File: src/rtl/ue_pkg.sv
// ue_pkg: shared opcode enum, default widths and reset values for the ue_icu_n ICU
package ue_pkg;
  typedef enum logic [3:0] {
    OP_NOPO, OP_LD, OP_LDC, OP_AND, OP_ANDC, OP_OR, OP_ORC, OP_XNOR,
    OP_STO, OP_STOC, OP_IEN, OP_OEN, OP_JMP, OP_RTN, OP_SKZ, OP_NOPF
  } op_e;
  localparam int DW_DEF = 1;
  localparam int AW_DEF = 4;
  localparam logic RST_BIT = 1'b0;
endpackage

File: src/rtl/ue_icu_n_if.sv
// ue_icu_n_if: instruction/data bus and registered status outputs of the ue_icu_n ICU
interface ue_icu_n_if import ue_pkg::*; #(parameter int DW = DW_DEF, parameter int AW = AW_DEF);
  logic [3:0] instr;
  logic [AW-1:0] addr;
  logic [DW-1:0] data_in;
  logic [DW-1:0] data_out;
  logic write;
  logic [DW-1:0] rr;
  logic ien;
  logic oen;
  logic jmp;
  logic rtn;
  logic flag0;
  logic flagf;
  logic skip;
  logic [AW-1:0] pc;
  modport master (
    output instr, addr, data_in,
    input data_out, write, rr, ien, oen, jmp, rtn, flag0, flagf, skip, pc
  );
  modport slave (
    input instr, addr, data_in,
    output data_out, write, rr, ien, oen, jmp, rtn, flag0, flagf, skip, pc
  );
endinterface

File: src/rtl/ue_icu_pc.sv
// ue_icu_pc: program counter and link register, built only when UE_ICU_PC_EN is defined
`ifdef UE_ICU_PC_EN
module ue_icu_pc import ue_pkg::*; #(parameter int AW = AW_DEF) (
  input logic clk,
  input logic rst,
  input logic jmp,
  input logic rtn,
  input logic [AW-1:0] addr,
  output logic [AW-1:0] pc
);
  logic [AW-1:0] link;
  // pc steps every cycle; executed JMP loads addr and saves the return point, executed RTN reloads it
  always_ff @(posedge clk or posedge rst)
    if (rst) begin
      pc <= {AW{RST_BIT}};
      link <= {AW{RST_BIT}};
    end else begin
      pc <= jmp ? addr : rtn ? link : pc + 1'b1;
      link <= jmp ? pc + 1'b1 : link;
    end
endmodule
`endif

File: src/rtl/ue_icu_n.sv
// ue_icu_n: DW-wide MC14500-style ICU core; UE_ICU_PC_EN adds an internal pc/link sequencer
module ue_icu_n import ue_pkg::*; #(parameter int DW = DW_DEF, parameter int AW = AW_DEF) (
  input logic clk,
  input logic rst,
  ue_icu_n_if.slave bus
);
  op_e op;
  logic ex;
  logic stb;
  logic [DW-1:0] dg;
  logic [DW-1:0] rr_nx;
  assign op = op_e'(bus.instr);
  assign ex = ~bus.skip;
  assign dg = bus.ien ? bus.data_in : '0;
  assign stb = ex & bus.oen & ((op == OP_STO) | (op == OP_STOC));
  // result-register next value for the logic opcodes; everything else holds rr
  always_comb begin
    rr_nx = bus.rr;
    case (op)
      OP_LD:   rr_nx = dg;
      OP_LDC:  rr_nx = ~dg;
      OP_AND:  rr_nx = bus.rr & dg;
      OP_ANDC: rr_nx = bus.rr & ~dg;
      OP_OR:   rr_nx = bus.rr | dg;
      OP_ORC:  rr_nx = bus.rr | ~dg;
      OP_XNOR: rr_nx = ~(bus.rr ^ dg);
      default: rr_nx = bus.rr;
    endcase
  end
  // architectural registers and one-cycle pulses; a discarded instruction only clears skip
  always_ff @(posedge clk or posedge rst)
    if (rst) begin
      bus.rr <= {DW{RST_BIT}};
      bus.data_out <= {DW{RST_BIT}};
      bus.ien <= RST_BIT;
      bus.oen <= RST_BIT;
      bus.skip <= RST_BIT;
      bus.write <= RST_BIT;
      bus.jmp <= RST_BIT;
      bus.rtn <= RST_BIT;
      bus.flag0 <= RST_BIT;
      bus.flagf <= RST_BIT;
    end else begin
      bus.rr <= ex ? rr_nx : bus.rr;
      bus.data_out <= stb ? ((op == OP_STOC) ? ~bus.rr : bus.rr) : bus.data_out;
      bus.write <= stb;
      bus.ien <= (ex & (op == OP_IEN)) ? bus.data_in[0] : bus.ien;
      bus.oen <= (ex & (op == OP_OEN)) ? bus.data_in[0] : bus.oen;
      bus.jmp <= ex & (op == OP_JMP);
      bus.rtn <= ex & (op == OP_RTN);
      bus.flag0 <= ex & (op == OP_NOPO);
      bus.flagf <= ex & (op == OP_NOPF);
      bus.skip <= ex & ((op == OP_RTN) | ((op == OP_SKZ) & (bus.rr == '0)));
    end
`ifdef UE_ICU_PC_EN
  ue_icu_pc #(.AW(AW)) u_pc (
    .clk(clk),
    .rst(rst),
    .jmp(ex & (op == OP_JMP)),
    .rtn(ex & (op == OP_RTN)),
    .addr(bus.addr),
    .pc(bus.pc)
  );
`else
  assign bus.pc = '0;
`endif
endmodule
File: src/flat_wrapper.sv
// flat-port wrapper written by rule: the top's interface ports become plain ports
module ue_icu_n_flat import ue_pkg::*;
#(parameter int DW = DW_DEF, parameter int AW = AW_DEF)
  (clk, rst, bus_instr, bus_addr, bus_data_in, bus_data_out, bus_write, bus_rr, bus_ien, bus_oen, bus_jmp, bus_rtn, bus_flag0, bus_flagf, bus_skip, bus_pc);
  ue_icu_n_if #(.DW(DW), .AW(AW)) bus_i ();
  input logic clk;
  input logic rst;
  input wire logic [$bits(bus_i.instr)-1:0] bus_instr;
  input wire logic [$bits(bus_i.addr)-1:0] bus_addr;
  input wire logic [$bits(bus_i.data_in)-1:0] bus_data_in;
  output wire logic [$bits(bus_i.data_out)-1:0] bus_data_out;
  output wire logic [$bits(bus_i.write)-1:0] bus_write;
  output wire logic [$bits(bus_i.rr)-1:0] bus_rr;
  output wire logic [$bits(bus_i.ien)-1:0] bus_ien;
  output wire logic [$bits(bus_i.oen)-1:0] bus_oen;
  output wire logic [$bits(bus_i.jmp)-1:0] bus_jmp;
  output wire logic [$bits(bus_i.rtn)-1:0] bus_rtn;
  output wire logic [$bits(bus_i.flag0)-1:0] bus_flag0;
  output wire logic [$bits(bus_i.flagf)-1:0] bus_flagf;
  output wire logic [$bits(bus_i.skip)-1:0] bus_skip;
  output wire logic [$bits(bus_i.pc)-1:0] bus_pc;
  assign bus_i.instr = bus_instr;
  assign bus_i.addr = bus_addr;
  assign bus_i.data_in = bus_data_in;
  assign bus_data_out = bus_i.data_out;
  assign bus_write = bus_i.write;
  assign bus_rr = bus_i.rr;
  assign bus_ien = bus_i.ien;
  assign bus_oen = bus_i.oen;
  assign bus_jmp = bus_i.jmp;
  assign bus_rtn = bus_i.rtn;
  assign bus_flag0 = bus_i.flag0;
  assign bus_flagf = bus_i.flagf;
  assign bus_skip = bus_i.skip;
  assign bus_pc = bus_i.pc;
  ue_icu_n #(.DW(DW), .AW(AW)) u_core (.clk(clk), .rst(rst), .bus(bus_i));
endmodule
File: config.mk
export PLATFORM = sky130hd
export DESIGN_NAME = ue_icu_n_flat
export DESIGN_NICKNAME = d
export VERILOG_FILES = /design/src/rtl/ue_pkg.sv /design/src/rtl/ue_icu_n_if.sv /design/src/rtl/ue_icu_pc.sv /design/src/rtl/ue_icu_n.sv /design/src/flat_wrapper.sv
export SDC_FILE = /design/constraint.sdc
export NUM_CORES = 1
export LEC_CHECK = 0
export ABC_AREA = 1
export BUFFER_PORTS_ARGS = -buffer_cell sky130_fd_sc_hd__clkbuf_2
export CAP_MARGIN = 20
export CELL_PAD_IN_SITES_DETAIL_PLACEMENT = 0
export CELL_PAD_IN_SITES_GLOBAL_PLACEMENT = 1
export CORE_ASPECT_RATIO = 1.4
export CORE_UTILIZATION = 29
export CTS_BUF_LIST = sky130_fd_sc_hd__clkbuf_2
export CTS_CLUSTER_DIAMETER = 30
export DETAILED_ROUTE_END_ITERATION = 6
export MAX_ROUTING_LAYER = met4
export PLACE_DENSITY = 0.74
export SYNTH_ARGS = -nofsm -noshare
export SYNTH_HDL_FRONTEND = slang
export SYNTH_HIERARCHICAL = 1
export SYNTH_SLANG_ARGS = --single-unit
File: constraint.sdc
create_clock -name clk -period 0.87 [get_ports clk]
set_input_delay 0.174 -clock clk [delete_from_list [all_inputs] [get_ports clk]]
set_output_delay 0.174 -clock clk [all_outputs]
set_load 0.01 [all_outputs]
==> impl_metrics.yaml <==
outcome:
  status: "complete, but fails checks"
  violations: "negative setup slack"
yosys:
  synth-edff-count: 0
  synthesis.area_um2: 529
  ys_async_sr_fraction: 1.00
  ys_warn_count: 6
  ys_ff_latch: 10
  avgSynthCellArea_um2: 7.67
  synth_ff_type: "dfrtp_1"
  ys_seq_area_frac: 0.473
  synthCells: 69
  synthDistinctLibCells: 17
worst_setup_path:
  path_class: "reg2out"
  critPathRequiredTime_ns: 0.70
  regToRegStartpoint: "u_core/bus.skip"
  worstPathCellList: "buf_6 > buf_6"
  slowest_stage: "dfrtp_1"
  crit_arrival_ns: 0.91
  critPathMostFrequentCell: "buf_6"
  path_max_fanout: 3
  rr_worst_depth: 6
  cp_num_buf_inv: 2
  rrSetupSlack_ns: -0.17
  slowest_delay_ns: 0.43
  cp_top_family: "flip-flops"
  r2r_end: "u_core/bus.rr"
  startpoint_type: "flip-flop"
  critPathCaptureType: "output port"
final_layout:
  finalNonFillerCells: 119
  syn2layout_area_growth_pct: 52.7
  drive_gt1_frac: 0.460
  final_cell_mix: "clkbuf_2 (17), nand2_1 (16), dfrtp_1 (10), buf_4 (8)"
  layout.nets: 112
  final_area_um2: 808
  final_common_cell: "clkbuf_2"
  insertedDiodeCount: 0
timing:
  period_share: 1.24
  finalSetupViolCount: 19
  fmax_ghz: 0.926
  hold_viol: 0
  rsz0062_at_grt: "yes"
  layout_min_cycle_time_ns: 1.08
  skew_ns: 0.000378
  slew_viol_final: 0
  finalWorstSetupSlack_ns: -0.210
floorplanning:
  dieArea_um2: 2000
  pin_count: 25
  start_util: 0.323
  core_um2: 1640
  die_y_um: 52.5
  fp.dieW_um: 38.1
  num_rows: 17
power_and_ir_drop:
  powerDensity_nw_per_um2: 1560
  p_int_mw: 0.843
  ir_worst_vdd_mv: 0.633
  switchingPower_mw: 0.421
  p_seq_frac: 0.438
  switching_share: 0.333
  pwr-share-clk: 0.201
  totalPowerFinal_mw: 1.26
  power_frac_comb: 0.360
  p_leak_nw: 0.437
global_routing:
  grtUsageTotal: 0.140
  grt_pass1_wl_um: 1860
  overflow: 0
  grt_pass1_vias: 450
  antenna_found_initial: 0
  grt_max_degree: 11
clock_tree:
  htreeDepth: 1
  clkTransAtPathRegs_ns: 0.10
  clockBufferDepth: 2
  cts_tree: "built"
  cts-root-buf: "clkbuf_2"
  cts_inserted_buffers: 3
  clkSinkCount: 10
  clock_latency_ns: 0.24
drt:
  num_vias: 522
  drc: 0
  drt_pass1_iterations: 4
  wl_um: 1240
  post_drt_wl_per_cell_um: 10.4
  drt_iter0_markers: 9
  viasPerCell: 4.39
  ant_nets: 0
min_path:
  hold_class: "in2reg"
  min_path_cells: 3
  whs_endpoint: "u_core/bus.oen"
  hp-start: "bus_data_in"
place:
  hpwl_um: 862
  dpl.cell_count: 110
  numPortBuffers: 16
  routabilityCongestion: 0.802
  place_area_um2: 663
job:
  max-cap-violations: 0
## worst reg2reg max path, stage by stage, from the launching register on
cell and delay (ns):
dfrtp_1 0.43, inv_2 0.13, nand2_2 0.08, nor2_1 0.08
nand2_1 0.05, a21oi_1 0.11, nor2_1 0.06
## power groups by stage
stage / logic, mW / registers (mW) / clock network (mW)
global route: 0.510 / 0.565 / 0.301
floorplan: 0.168 / 0.591 / 0
finish: 0.456 / 0.554 / 0.254
CTS: 0.389 / 0.552 / 0.276
detailed placement: 0.329 / 0.564 / 0
global placement: 0.326 / 0.562 / 0
## cell families (layout without fill, tap and decap cells)
kind of cell,Yosys count,count (layout),synth area share
AND/OR/NAND/NOR,38,38,0.314
buffers and inverters,14,42,0.142
flip-flops,10,10,0.473
AO/OA/AOI/OAI,5,5,0.0473
other,1,4,0.00709
XOR/XNOR,1,1,0.0166
## Yosys cell counts, types with 2 or more instances
cell     count  area, um^2
nand2_1     19        71.3
dfrtp_1     10         250
nor2_1       9        33.8
inv_1        8        30.0
buf_4        4        30.0
nand3_1      3        15.0
o21ai_0      3        15.0
a21oi_1      2        10.0
nor2_2       2        12.5
nor3_1       2        10.0
## per-layer routing
| metal | GRT usage | part of all wire | vias up |
|---|---|---|---|
| li1 | - | - | 265 |
| met3 | 0.0255 | 0.036 | 2 |
| met4 | 0.0893 | 0.013 | 0 |
| met1 | 0.164 | 0.40 | 243 |
| met5 | - | 0 | - |
| met2 | 0.215 | 0.55 | 12 |
## final cells by class
cell class / count / area [um^2]
clock buffers: 3 / 15.0
fillers: 170 / 830
repair buffers: 29 / 208
inverters: 9 / 33.8
clock inverters: 1 / 3.75
well taps: 19 / 23.8
multi-input cells: 48 / 274
flip-flops and latches: 10 / 250
## timing repair
item | in CTS | in global routing
endpoints found under the setup margin | 16 | 19
setup buffers | 3 | 1
resized for setup | 8 | 15
hold buffers | 1 | 0
endpoints found under the hold margin | 10 | 0
pin swaps | 4 | 1
## how the worst max path moves through the flow
| stage | startpoint | end | slack, ns | cells after the start |
|---|---|---|---|---|
| after floorplan | u_core/bus.skip | u_core/bus.rr | -0.09 | 6 |
| after global placement | u_core/bus.skip | u_core/bus.rr | -0.14 | 6 |
| after detailed placement | u_core/bus.skip | u_core/bus.rr | -0.12 | 6 |
| after CTS | u_core/bus.skip | bus_skip | -0.24 | 2 |
| after global routing | u_core/bus.skip | bus_skip | -0.26 | 2 |
| final | u_core/bus.skip | bus_skip | -0.21 | 2 |
## stage by stage
stage	util	TNS, ns	hold slack, ns	worst slack, ns
floorplan	-	-0.108	0.0142	-0.0891
global placement	0.405	-0.259	0.143	-0.136
detailed placement	0.405	-0.263	0.152	-0.117
CTS	0.456	-1.33	0.151	-0.241
global route	0.494	-2.57	0.171	-0.257
finish	0.494	-1.45	0.170	-0.210
Power figures use the tool's default switching activity.
